==> src/rtl/ripple_carry_counter4.sv <==
// Free-running 4-bit up-counter built from four T-type stages with a rippled
// toggle-enable chain; advances on the falling edge of clk and wraps modulo 16.
module ripple_carry_counter4 (
    output logic [3:0] q,
    input  logic       clk,
    input  logic       reset
);

    logic [3:0] q_r;
    logic       t0_s;
    logic       t1_s;
    logic       t2_s;
    logic       t3_s;
    logic [3:0] d_s;

    // Toggle enables ripple LSB to MSB: a stage toggles when all lower stages are 1.
    always_comb begin
        t0_s = 1'b1;
        t1_s = t0_s & q_r[0];
        t2_s = t1_s & q_r[1];
        t3_s = t2_s & q_r[2];
        d_s  = q_r ^ {t3_s, t2_s, t1_s, t0_s};
    end

    // Stage flops share the falling edge; synchronous reset wins over counting.
    always_ff @(negedge clk) begin
        if (reset) begin
            q_r <= 4'd0;
        end else begin
            q_r <= d_s;
        end
    end

    assign q = q_r;

endmodule

==> config.mk <==
export PLATFORM = sky130hd
export DESIGN_NAME = ripple_carry_counter4
export DESIGN_NICKNAME = d
export VERILOG_FILES = /design/src/rtl/ripple_carry_counter4.sv
export SDC_FILE = /design/constraint.sdc
export NUM_CORES = 1
export LEC_CHECK = 0
export ABC_AREA = 1
export CAP_MARGIN = 15
export CORE_AREA = 4 4 41 43
export DETAILED_ROUTE_END_ITERATION = 10
export DIE_AREA = 0 0 45 47
export PLACE_DENSITY = 0.37
export SETUP_SLACK_MARGIN = 0.5
export SYNTH_ARGS = -nofsm -noshare
export SYNTH_HDL_FRONTEND = slang
export SYNTH_SLANG_ARGS = --single-unit
==> constraint.sdc <==
create_clock -name clk -period 1.1 [get_ports clk]
set_input_delay 0.22 -clock clk [delete_from_list [all_inputs] [get_ports clk]]
set_output_delay 0.22 -clock clk [all_outputs]
set_load 0.01 [all_outputs]
==> reports/metrics.cfg <==
[timing]
finalHoldViolCount = 0
finalMaxSlewViolations = 0
slew-limit-headroom = 0.941
fin_skew_ns = 0.00665
worst_slack_ns = -0.397
worstMarginPinSlew_ns = 0.0879
setup_viol = 4
holdWs_ns = 0.508
rsz0062_at_grt = yes

[job]
cap_viol_max_count = 0

[detailed_routing]
drc = 0
firstDrtPassIters = 2
drt_iter0_drc = 1
ant_nets = 0
wl_um = 348
viasPerCell = 3.30
vias = 152
wire_per_inst_um = 7.57

[cts]
clock-root-buffer = clkbuf_4
cts_tree = built
h-tree-depth = 1
cts_buffers = 3
worstSkewPairLatency_ns = 0.30
clk_pin_slew_ns = 0.03
clock_path_buffers = 2
clock_sinks = 4

[critical_path]
crit_path_max_incr_delay_ns = 0.32
worst-path-buf-inv = 1
critPathTopFamily = flip-flops
crit_fanout = 2
cp_slowest_cell = dfxtp_2
crit_chain = buf_6
cp-end-kind = output port
arrival_ns = 1.28
crit_type = flop to output port
required_ns = 0.88
start_kind = flop

[status]
status = finished, violations left
failed_checks = setup timing

[power]
power.density_mw_per_mm2 = 1460
vdd_ir_drop_max_v = 0.000633
p_leak_nw = 0.161

[cells_and_area]
fillers = 152
largest_reg_flops = 4
mostFrequentLayoutCell = inv_1
final_cell_mix = inv_1 (6), buf_6 (4), dfxtp_2 (4)
multi_input_area_um2 = 76.3
n_antenna_cell = 0
seqCellArea_um2 = 85.1
nNetsFinal = 37
final_area_um2 = 324
drive_gt1_frac = 0.710
synthToLayoutAreaGrowth_pct = 118

[synthesis]
netlist_area_um2 = 149
avgSynthCellArea_um2 = 8.76
ys_types = 6
syn_inst = 17
synth_top_area_frac = 0.538
yosysSeqAreaShare = 0.538
synth_area_leaders = dfxtp_1 (54%), ha_1 (17%), inv_1 (10%)
ys_warn_count = 0
ys_ff_latch = 4
yosysTopAreaCell = dfxtp_1
postSynthNetCount = 21

[global_routing]
grt_util_all_layers = 0.0419
grt_pass1_wl_um = 524
grt_pass1_vias = 173
grt_antenna_before_repair = 0
gr-total-overflow = 0
grt_max_degree = 5

[worst_hold_path]
hold_path_class = flop to flop

[floorplanning]
core_area_mm2 = 0.00130
start_util = 0.114
die_area_mm2 = 0.00212
placementRows = 13
die_w_um = 45
num_io_pins = 6
die_y_um = 47

[placement]
gp_congestion = 0.527
placed_area_um2 = 248
io_buffers = 5
hpwl_um = 213

## worst reg2reg max path, stage by stage, from the launching register on
cell and delay, ns:
dfxtp_2 0.31, buf_4 0.13, ha_2 0.19, ha_4 0.16
nand2_2 0.06, nand2_2 0.05, nor2_2 0.08
## area by class of cell
cell class | count | share of cell area
clock buffer | 3 | 0.0695
inverter | 3 | 0.0579
timing repair buffer | 8 | 0.270
sequential | 4 | 0.263
clock inverter | 4 | 0.0463
tap | 15 | 0.0579
multi-input combinational | 9 | 0.236
## synth_stat cells, drive strengths merged
cell	count
dfxtp	4
nand2	2
ha	2
nor2	5
inv	4
## timing repair
item	4_1_cts	5_1_grt
hold buffers	0	0
endpoints found under the setup margin	8	8
resized for setup	29	5
setup buffers	0	1
pin swaps	2	1
## worst paths after layout
path	start	endpoint	slack [ns]	depth (start not counted)
worst max-delay path	q[1]	q[1]	-0.40	1
worst min-delay path	q[0]	q[0]	0.51	2
worst max register to register	q[0]	q[3]	0.06	6
worst min register to register	q[0]	q[0]	0.51	2
## power by group
part,leakage (nW),total [mW],switching [mW],internal (mW)
clock,0.0351,0.242,0.0991,0.143
sequential,0.0343,0.165,0.00724,0.158
combinational,0.0920,0.0659,0.0254,0.0404
## metrics by stage
stage,utilization,worst slack (ns),std cells,TNS [ns],power [mW]
2_1_floorplan,-,-0.00570,17,-0.00918,0.214
3_3_place_gp,0.190,-0.542,39,-4.10,0.245
3_5_place_dp,0.190,-0.549,39,-4.11,0.246
4_1_cts,0.226,-0.404,45,-1.60,0.475
5_1_grt,0.249,-0.436,46,-1.68,0.511
6_report,0.249,-0.397,46,-1.56,0.473
## cells by family after synthesis
family                     Yosys count  share of synthesized area
and+or+nand+nor                      7                      0.193
DFF                                  4                      0.538
buffers and inverters                4                      0.101
adders and majority gates            2                      0.168
## metal layers
layer / share of wire / wire length [µm] / vias to the layer above / GRT usage
met5: 0 / 0 / - / 0
met4: 0 / 0 / 0 / 0.0409
met3: 0.16 / 54 / 0 / 0.0613
met2: 0.45 / 156 / 10 / 0.0452
met1: 0.39 / 137 / 65 / 0.0319
li1: - / - / 77 / -
No activity file was read; power rests on OpenSTA's default activity.
